**config.mk**
```make
export PLATFORM = sky130hd
export DESIGN_NAME = cdb_arbiter
export DESIGN_NICKNAME = d
export VERILOG_FILES = /design/src/rtl/cdb_arbiter.sv
export SDC_FILE = /design/constraint.sdc
export NUM_CORES = 1
export LEC_CHECK = 0
export ABC_AREA = 1
export BUFFER_PORTS_ARGS = -buffer_cell sky130_fd_sc_hd__buf_4
export CAP_MARGIN = 20
export CORE_ASPECT_RATIO = 0.9
export CORE_MARGIN = 4
export CORE_UTILIZATION = 50
export CTS_CLUSTER_SIZE = 24
export DETAILED_ROUTE_END_ITERATION = 16
export GPL_TIMING_DRIVEN = 1
export PLACE_DENSITY = 0.67
export REMOVE_ABC_BUFFERS = 1
export SLEW_MARGIN = 15
export SYNTH_ARGS = -nofsm -noshare
export SYNTH_HDL_FRONTEND = slang
export SYNTH_SLANG_ARGS = --single-unit
```
**constraint.sdc**
```tcl
create_clock -name clk -period 8.9 [get_ports clk]
set_input_delay 1.78 -clock clk [delete_from_list [all_inputs] [get_ports clk]]
set_output_delay 1.78 -clock clk [all_outputs]
set_load 0.03 [all_outputs]
```
**src/rtl/cdb_arbiter.sv**
```systemverilog
// Common data bus arbiter: per-requester result FIFOs (ALU, LSB) feeding one registered
// broadcast slot with round-robin grant. Define CDB_BYPASS_EN for same-edge bypass of empty FIFOs.
module cdb_arbiter #(
    parameter int DEPTH = 4
) (
    input  logic        clk,
    input  logic        rst,
    input  logic        rdy,
    input  logic        rollback,
    input  logic        alu_config,
    input  logic [31:0] alu_val,
    input  logic [3:0]  alu_rob_entry,
    output logic        alu_full,
    input  logic        lsb_config,
    input  logic [31:0] lsb_val,
    input  logic [3:0]  lsb_rob_entry,
    output logic        lsb_full,
    output logic        cdb_config,
    output logic [31:0] cdb_val,
    output logic [3:0]  cdb_rob_entry
);
    localparam int AW = $clog2(DEPTH);
    localparam int CW = AW + 1;
`ifdef CDB_BYPASS_EN
    localparam logic BYPASS = 1'b1;
`else
    localparam logic BYPASS = 1'b0;
`endif
    localparam logic GRANT_ALU = 1'b0;
    localparam logic GRANT_LSB = 1'b1;

    logic [35:0]   alu_mem [DEPTH];
    logic [AW-1:0] alu_rd;
    logic [AW-1:0] alu_wr;
    logic [CW-1:0] alu_cnt;

    logic [35:0]   lsb_mem [DEPTH];
    logic [AW-1:0] lsb_rd;
    logic [AW-1:0] lsb_wr;
    logic [CW-1:0] lsb_cnt;

    logic          last_grant;
    logic          flush;
    logic          alu_empty;
    logic          lsb_empty;
    logic          alu_req;
    logic          lsb_req;
    logic          alu_win;
    logic          lsb_win;
    logic          alu_byp;
    logic          lsb_byp;
    logic          alu_pop;
    logic          lsb_pop;
    logic          alu_push;
    logic          lsb_push;
    logic [35:0]   win_data;

    assign flush     = rst | rollback;
    assign alu_empty = (alu_cnt == '0);
    assign lsb_empty = (lsb_cnt == '0);
    assign alu_full  = (alu_cnt == CW'(DEPTH));
    assign lsb_full  = (lsb_cnt == CW'(DEPTH));

    // With bypass, a live input on an empty FIFO competes as if it were queued.
    always_comb begin
        alu_req  = !alu_empty || (BYPASS && alu_config);
        lsb_req  = !lsb_empty || (BYPASS && lsb_config);
        alu_win  = alu_req && (!lsb_req || (last_grant == GRANT_LSB));
        lsb_win  = lsb_req && !alu_win;
        alu_byp  = alu_win && alu_empty;
        lsb_byp  = lsb_win && lsb_empty;
        alu_pop  = alu_win && !alu_empty;
        lsb_pop  = lsb_win && !lsb_empty;
        alu_push = alu_config && !alu_full && !alu_byp;
        lsb_push = lsb_config && !lsb_full && !lsb_byp;
        win_data = '0;
        if (alu_win) begin
            win_data = alu_byp ? {alu_rob_entry, alu_val} : alu_mem[alu_rd];
        end else if (lsb_win) begin
            win_data = lsb_byp ? {lsb_rob_entry, lsb_val} : lsb_mem[lsb_rd];
        end
    end

    always_ff @(posedge clk) begin
        if (!flush && rdy) begin
            if (alu_push) alu_mem[alu_wr] <= {alu_rob_entry, alu_val};
            if (lsb_push) lsb_mem[lsb_wr] <= {lsb_rob_entry, lsb_val};
        end
    end

    always_ff @(posedge clk) begin
        if (flush) begin
            alu_rd        <= '0;
            alu_wr        <= '0;
            alu_cnt       <= '0;
            lsb_rd        <= '0;
            lsb_wr        <= '0;
            lsb_cnt       <= '0;
            last_grant    <= GRANT_LSB;
            cdb_config    <= 1'b0;
            cdb_val       <= '0;
            cdb_rob_entry <= '0;
        end else if (rdy) begin
            if (alu_push) alu_wr <= alu_wr + AW'(1);
            if (alu_pop)  alu_rd <= alu_rd + AW'(1);
            if (lsb_push) lsb_wr <= lsb_wr + AW'(1);
            if (lsb_pop)  lsb_rd <= lsb_rd + AW'(1);
            alu_cnt    <= alu_cnt + CW'(alu_push) - CW'(alu_pop);
            lsb_cnt    <= lsb_cnt + CW'(lsb_push) - CW'(lsb_pop);
            cdb_config <= alu_win | lsb_win;
            if (alu_win || lsb_win) begin
                {cdb_rob_entry, cdb_val} <= win_data;
                last_grant               <= alu_win ? GRANT_ALU : GRANT_LSB;
            end
        end
    end
endmodule

```
Yosys cells after proc, flatten, opt, wreduce, memory -nomap -nowiden
Memories as Yosys holds them, arrays and structs flattened. A register that Yosys moved wholly into a read port is not among the register bits.
Index checks and enable logic that the tools add are counted.
- bits in registers: 52
- RAM bits: 288
- output and inout port bits: 39
- word-level logic and storage cells: 67
- memories: 2
- memories (memory ; depth ; width ; rd ports ; clocked after Yosys merged registers in ; wr ports ; line ; source):
    alu_mem ; 4 ; 36 ; 1 ; 1 ; 1 ; 32 ; logic [35:0] alu_mem [DEPTH];
    lsb_mem ; 4 ; 36 ; 1 ; 1 ; 1 ; 37 ; logic [35:0] lsb_mem [DEPTH];
- add/subtract/negate cells: 8
- equality and inequality tests: 2
- multiplexer cells: 15
- bitwise logic cells: 2
- reduce and logical (&&, ||, !) cells: 28
- operators with widths (operator ; count):
    36-bit 2-to-1 mux ; 4
    1-bit logical AND ; 11
    2-bit AND reduction ; 5
    2-bit by 1-bit adder with 2-bit output, second input constant ; 4
    1-bit logical NOT ; 8
    2-bit 2-to-1 mux ; 4
    1-bit 2-to-1 mux ; 7
    3-bit by 1-bit adder with 3-bit output ; 2
    3-bit == test, second input constant ; 2
    3-bit logical NOT ; 2
    3-bit by 1-bit subtractor with 3-bit output ; 2
    1-bit logical OR ; 2
    1-bit bitwise OR ; 2

Longest topological paths before layout
- depth in word-level cells: 11
- mapped depth: 15
- mapped depth without buffers: 14

Worst setup path before layout
Ideal clock, no wire load.
- kind: in2reg
- start point: input port rollback
- end point: memory alu_mem[0][0], enable pin
- library setup time: 0.429 ns
- data arrival time: 3.783 ns
- required time: 8.471 ns
- setup slack: 4.687 ns
- cell stages on the path: 3
- buffers on the path: 0
- path through: nor2_1 nand4_1 nor2_1
- cells in the longest elaborated chain, start to end: 5
- RTL lines (element ; line ; source):
    from (decl) ; 9 ; input logic rollback,
    1-bit bitwise OR ; 58 ; assign flush = rst | rollback;
    1-bit logical NOT ; 85 ; if (!flush && rdy) begin
    1-bit logical AND ; 85 ;
    1-bit 2-to-1 mux ; 85 ;
    1-bit 2-to-1 mux (not written as such) ; 86 ; if (alu_push) alu_mem[alu_wr] <= {alu_rob_entry, alu_val};
    to (decl) ; 32 ;
Every way passes these cells.

Worst setup path in the final report
- start point: input port rollback
- end point: memory alu_mem[3][29], enable pin
The elaborated chain is that of the path after synthesis.

==> metrics.txt <==
# TYPE chip_impl_metric gauge
chip_impl_info{name="worstPathCellList",value="buf_4, nor2_4, buf_4, nand4_1, nor2_4, buf_16"} 1
chip_impl_metric{name="clock-skew-final",unit="ps"} 11.4
chip_impl_info{name="timing_worst_setup_path_type",value="input pin to flop"} 1
chip_impl_metric{name="finalHoldViolations",unit=""} 0
chip_impl_metric{name="finalWirelength",unit="um"} 29900
chip_impl_metric{name="max-clock-path-buffers",unit=""} 3
chip_impl_info{name="outcome",value="finished, final reports clean"} 1
chip_impl_metric{name="ys_seq_elements",unit=""} 344
chip_impl_metric{name="globalRouteMet2Util",unit="%"} 31.2
chip_impl_metric{name="layout-drive-gt1-share",unit="%"} 15.6
chip_impl_metric{name="post-cts-setup-buffer-count",unit=""} 0
chip_impl_info{name="worst_r2r_startpoint",value="lsb_cnt[1]$_SDFFE_PP0P_"} 1
chip_impl_info{name="synth.area.top_cells",value="sky130_fd_sc_hd__edfxtp_1 (63%), sky130_fd_sc_hd__nand2_1 (11%), sky130_fd_sc_hd__dfxtp_1 (8.1%)"} 1
chip_impl_metric{name="seqPwrFrac",unit="%"} 51.9
chip_impl_metric{name="synthDominantCellAreaShare",unit="%"} 62.5
chip_impl_metric{name="peakVddDrop",unit="V"} 0.000144
chip_impl_metric{name="place.gp.congestion",unit=""} 0.766
chip_impl_metric{name="place.detailed.hpwl",unit="um"} 17500
chip_impl_metric{name="max_clock_freq",unit="MHz"} 264
chip_impl_metric{name="clkLatencyLatePin",unit="ps"} 500
chip_impl_metric{name="pwr-share-comb",unit="%"} 6.4
chip_impl_metric{name="initial_utilization",unit="%"} 51.1
chip_impl_metric{name="swShare",unit="%"} 21.2
chip_impl_metric{name="final_core_util",unit="%"} 59.6
chip_impl_metric{name="grt_antenna_before_repair",unit=""} 1
chip_impl_metric{name="reg2reg_setup_slack",unit="ps"} 6140
chip_impl_metric{name="switching_power",unit="uW"} 725
chip_impl_metric{name="design.final.nets",unit=""} 1444
chip_impl_metric{name="finalCritPeriodShare",unit="%"} 42.5
chip_impl_metric{name="floorplan.rows",unit=""} 57
chip_impl_metric{name="synth_cells",unit=""} 1249
chip_impl_metric{name="post_cts_resized",unit=""} 0
chip_impl_metric{name="placeableCoreArea",unit="um^2"} 27100
chip_impl_metric{name="power.clock.fraction",unit="%"} 41.7
chip_impl_metric{name="timing.critical_path.arrival",unit="ps"} 3980
chip_impl_info{name="nature_of_the_critical_path_endpoint",value="flop"} 1
chip_impl_metric{name="post_cts_hold_fix_bufs",unit=""} 0
chip_impl_metric{name="netlist-cell-type-count",unit=""} 26
chip_impl_metric{name="grt_total_ovfl",unit=""} 0
chip_impl_metric{name="syn_area_per_cell",unit="um^2"} 11.1
chip_impl_info{name="grt_setup_unrepaired",value="no"} 1
chip_impl_metric{name="worstPathMaxFanout",unit=""} 52
chip_impl_metric{name="io_buffer_count",unit=""} 116
chip_impl_metric{name="worstMarginPinSlew",unit="ps"} 810
chip_impl_metric{name="worst_r2r_path_depth",unit=""} 14
chip_impl_info{name="critical_path.slowest_cell",value="sky130_fd_sc_hd__nor2_4"} 1
chip_impl_info{name="hp-class",value="flop to flop"} 1
chip_impl_info{name="worst_setup_path_startpoint",value="rollback"} 1
chip_impl_info{name="critical_path.endpoint",value="alu_mem[3][29]$_DFFE_PP_"} 1
chip_impl_info{name="regToRegEndpoint",value="lsb_cnt[2]$_SDFFE_PP0P_"} 1
chip_impl_metric{name="antenna_cells",unit=""} 0
chip_impl_metric{name="ys_warn_count",unit=""} 0
chip_impl_metric{name="dr.first_iter.drc_count",unit=""} 582
chip_impl_metric{name="die-width",unit="um"} 183
chip_impl_metric{name="die_area",unit="um^2"} 30400
chip_impl_info{name="grt_most_used_layer",value="met2"} 1
chip_impl_metric{name="cap_violations",unit=""} 0
chip_impl_metric{name="critical_path.max_stage_delay",unit="ps"} 750
chip_impl_metric{name="tns",unit="ps"} 0
chip_impl_metric{name="area_growth",unit="%"} 16.7
chip_impl_metric{name="internal-power",unit="uW"} 2690
chip_impl_metric{name="power.leakage",unit="uW"} 0.00620
chip_impl_metric{name="grt_util_met3",unit="%"} 3.31
chip_impl_metric{name="post_drt_via_cell_ratio",unit=""} 5.17
chip_impl_metric{name="timing.max_slew.rel_slack",unit="%"} 46.0
chip_impl_metric{name="total_cts_buffers",unit=""} 34
chip_impl_metric{name="drtAntennaViolNets",unit=""} 0
chip_impl_info{name="cp-start-kind",value="input pin"} 1
chip_impl_metric{name="detail_route.wl_per_cell",unit="um"} 17.3
chip_impl_metric{name="dpl_worst_slack",unit="ps"} 4460
chip_impl_metric{name="numClockSinks",unit=""} 344
chip_impl_info{name="netlist.top_cell.by_area",value="sky130_fd_sc_hd__edfxtp_1"} 1
chip_impl_metric{name="power_density",unit="nW/um^2"} 211
chip_impl_metric{name="grt_max_degree",unit=""} 75
chip_impl_metric{name="boundaryPins",unit=""} 117
chip_impl_metric{name="mappedNetlistArea",unit="um^2"} 13800
chip_impl_metric{name="chipHeight",unit="um"} 166
chip_impl_metric{name="drt_drc_violations_left",unit=""} 0
chip_impl_metric{name="via_count",unit=""} 8945
chip_impl_metric{name="clock_pin_slew_worst_setup_and_hold_paths",unit="ps"} 60
chip_impl_metric{name="grt_first_pass_wirelength",unit="um"} 46100
chip_impl_metric{name="maxSlewViolCount",unit=""} 0
chip_impl_metric{name="global_route.usage.total",unit="%"} 19.2
chip_impl_metric{name="finalWorstPathRequiredPeriod",unit="ps"} 3780
chip_impl_info{name="clock_tree_from_tritoncts",value="yes"} 1
chip_impl_metric{name="drt_pre_antenna_iters",unit=""} 5
chip_impl_metric{name="grt_pass1_vias",unit=""} 8486
chip_impl_metric{name="htree_levels",unit=""} 2
chip_impl_metric{name="worst_ep_required",unit="ps"} 9100
chip_impl_metric{name="setup_viols_final",unit=""} 0
chip_impl_info{name="root_buffer",value="sky130_fd_sc_hd__clkbuf_16"} 1
chip_impl_metric{name="hold_slack",unit="ps"} 472
chip_impl_metric{name="synth.yosys.seq_area_share",unit="%"} 70.6
chip_impl_metric{name="gr-usage-met1",unit="%"} 26.7
chip_impl_metric{name="post-route-worst-setup-slack",unit="ps"} 5120
cell type report:
| class | count | area [um^2] |
|---|---|---|
| fillers | 2217 | 10900 |
| clock inverters | 9 | 93.8 |
| clock buffers | 51 | 1030 |
| inverters | 69 | 262 |
| multi-input cells | 770 | 3490 |
| well taps | 354 | 443 |
| repair buffers | 133 | 1060 |
| flip-flops and latches | 344 | 9770 |
logic make-up (layout without fill, tap and decap cells):
group,count (synthesis),in the layout,synth area share (%)
simple gates,686,686,20.4
flops,344,344,70.6
xor+xnor,2,2,0.127
fa+ha+maj,14,14,1.37
buf+inv,135,262,4.68
compound gates,68,68,2.79
critical path, delay by kind of cell:
family                 cells  cell delay, ps
buffers and inverters      3             850
and+or+nand+nor            3            1330
Yosys cell counts:
cell	instances
sky130_fd_sc_hd__nand2_1	407
sky130_fd_sc_hd__o21ai_1	1
sky130_fd_sc_hd__xor2_1	2
sky130_fd_sc_hd__a21oi_2	8
sky130_fd_sc_hd__buf_2	33
sky130_fd_sc_hd__nor2_1	86
sky130_fd_sc_hd__edfxtp_1	288
sky130_fd_sc_hd__buf_1	3
sky130_fd_sc_hd__inv_4	1
sky130_fd_sc_hd__ha_1	12
sky130_fd_sc_hd__inv_1	60
sky130_fd_sc_hd__buf_4	12
sky130_fd_sc_hd__fa_1	2
sky130_fd_sc_hd__clkbuf_1	11
sky130_fd_sc_hd__nand3_1	188
sky130_fd_sc_hd__nand3_2	1
sky130_fd_sc_hd__a21oi_4	1
sky130_fd_sc_hd__o21ai_0	13
sky130_fd_sc_hd__buf_6	7
sky130_fd_sc_hd__a21oi_1	44
sky130_fd_sc_hd__nand4_1	2
sky130_fd_sc_hd__inv_2	8
sky130_fd_sc_hd__dfxtp_1	56
sky130_fd_sc_hd__nor2_2	1
sky130_fd_sc_hd__o21ai_2	1
sky130_fd_sc_hd__nor3_1	1
layer usage:
layer / part of all wire [%] / routed length, um
met1: 43 / 13000
met2: 47 / 14100
met3: 6.0 / 1790
met4: 3.3 / 983
met5: 0.067 / 20
cells in the final DEF, fill, tap and decap left out, types with 2 or more instances in the layout:
| master | netlist | layout |
|---|---|---|
| sky130_fd_sc_hd__a21oi_1 | 44 | 44 |
| sky130_fd_sc_hd__a21oi_2 | 8 | 8 |
| sky130_fd_sc_hd__buf_12 | 0 | 2 |
| sky130_fd_sc_hd__buf_16 | 0 | 2 |
| sky130_fd_sc_hd__buf_4 | 12 | 129 |
| sky130_fd_sc_hd__bufinv_16 | 0 | 2 |
| sky130_fd_sc_hd__clkbuf_1 | 11 | 7 |
| sky130_fd_sc_hd__clkbuf_16 | 0 | 35 |
| sky130_fd_sc_hd__clkbuf_8 | 0 | 9 |
| sky130_fd_sc_hd__clkinv_1 | 0 | 4 |
| sky130_fd_sc_hd__clkinv_2 | 0 | 2 |
| sky130_fd_sc_hd__dfxtp_1 | 56 | 54 |
| sky130_fd_sc_hd__dfxtp_2 | 0 | 2 |
| sky130_fd_sc_hd__edfxtp_1 | 288 | 288 |
| sky130_fd_sc_hd__fa_1 | 2 | 2 |
| sky130_fd_sc_hd__ha_1 | 12 | 12 |
| sky130_fd_sc_hd__inv_1 | 60 | 60 |
| sky130_fd_sc_hd__inv_2 | 8 | 8 |
| sky130_fd_sc_hd__nand2_1 | 407 | 407 |
| sky130_fd_sc_hd__nand3_1 | 188 | 188 |
| sky130_fd_sc_hd__nand4_1 | 2 | 2 |
| sky130_fd_sc_hd__nor2_1 | 86 | 77 |
| sky130_fd_sc_hd__nor2_4 | 0 | 9 |
| sky130_fd_sc_hd__o21ai_0 | 13 | 13 |
| sky130_fd_sc_hd__xor2_1 | 2 | 2 |
power groups by stage:
| stage | Clock, uW | Combinational, uW | Sequential [uW] |
|---|---|---|---|
| finish | 1420 | 219 | 1770 |
| global route | 1510 | 245 | 1770 |
| CTS | 1440 | 221 | 1770 |
| detailed placement | 0 | 219 | 1810 |
| global placement | 0 | 215 | 1810 |
| floorplan | 0 | 100 | 1830 |
how the worst min path moves through the flow:
stage / from / end / cells past startpoint
finish: cdb_config$_SDFFE_PP0P_ / cdb_config$_SDFFE_PP0P_ / 2
floorplan: alu_cnt[2]$_SDFFE_PP0P_ / alu_cnt[2]$_SDFFE_PP0P_ / 2
global placement: cdb_config$_SDFFE_PP0P_ / cdb_config$_SDFFE_PP0P_ / 2
CTS: cdb_config$_SDFFE_PP0P_ / cdb_config$_SDFFE_PP0P_ / 2
global route: cdb_config$_SDFFE_PP0P_ / cdb_config$_SDFFE_PP0P_ / 2
detailed placement: cdb_config$_SDFFE_PP0P_ / cdb_config$_SDFFE_PP0P_ / 2
state kept, by name, indices dropped and copies added, names as in the netlist, named ones only:
signal,cells
alu_cnt,3
alu_mem,144
alu_rd,2
alu_wr,2
cdb_config,1
cdb_rob_entry,4
cdb_val,32
last_grant,1
lsb_cnt,3
lsb_mem,144
lsb_rd,2
lsb_wr,2
through the flow:
step           power, uW  cell area (um^2)  instances
2_1_floorplan       1930             13400       1183
6_report            3420             16200       1730
3_3_place_gp        2020             14900       1666
5_1_grt             3530             16200       1730
3_5_place_dp        2030             15000       1668
4_1_cts             3440             16100       1728
No activity file was read; power rests on OpenSTA's default activity.
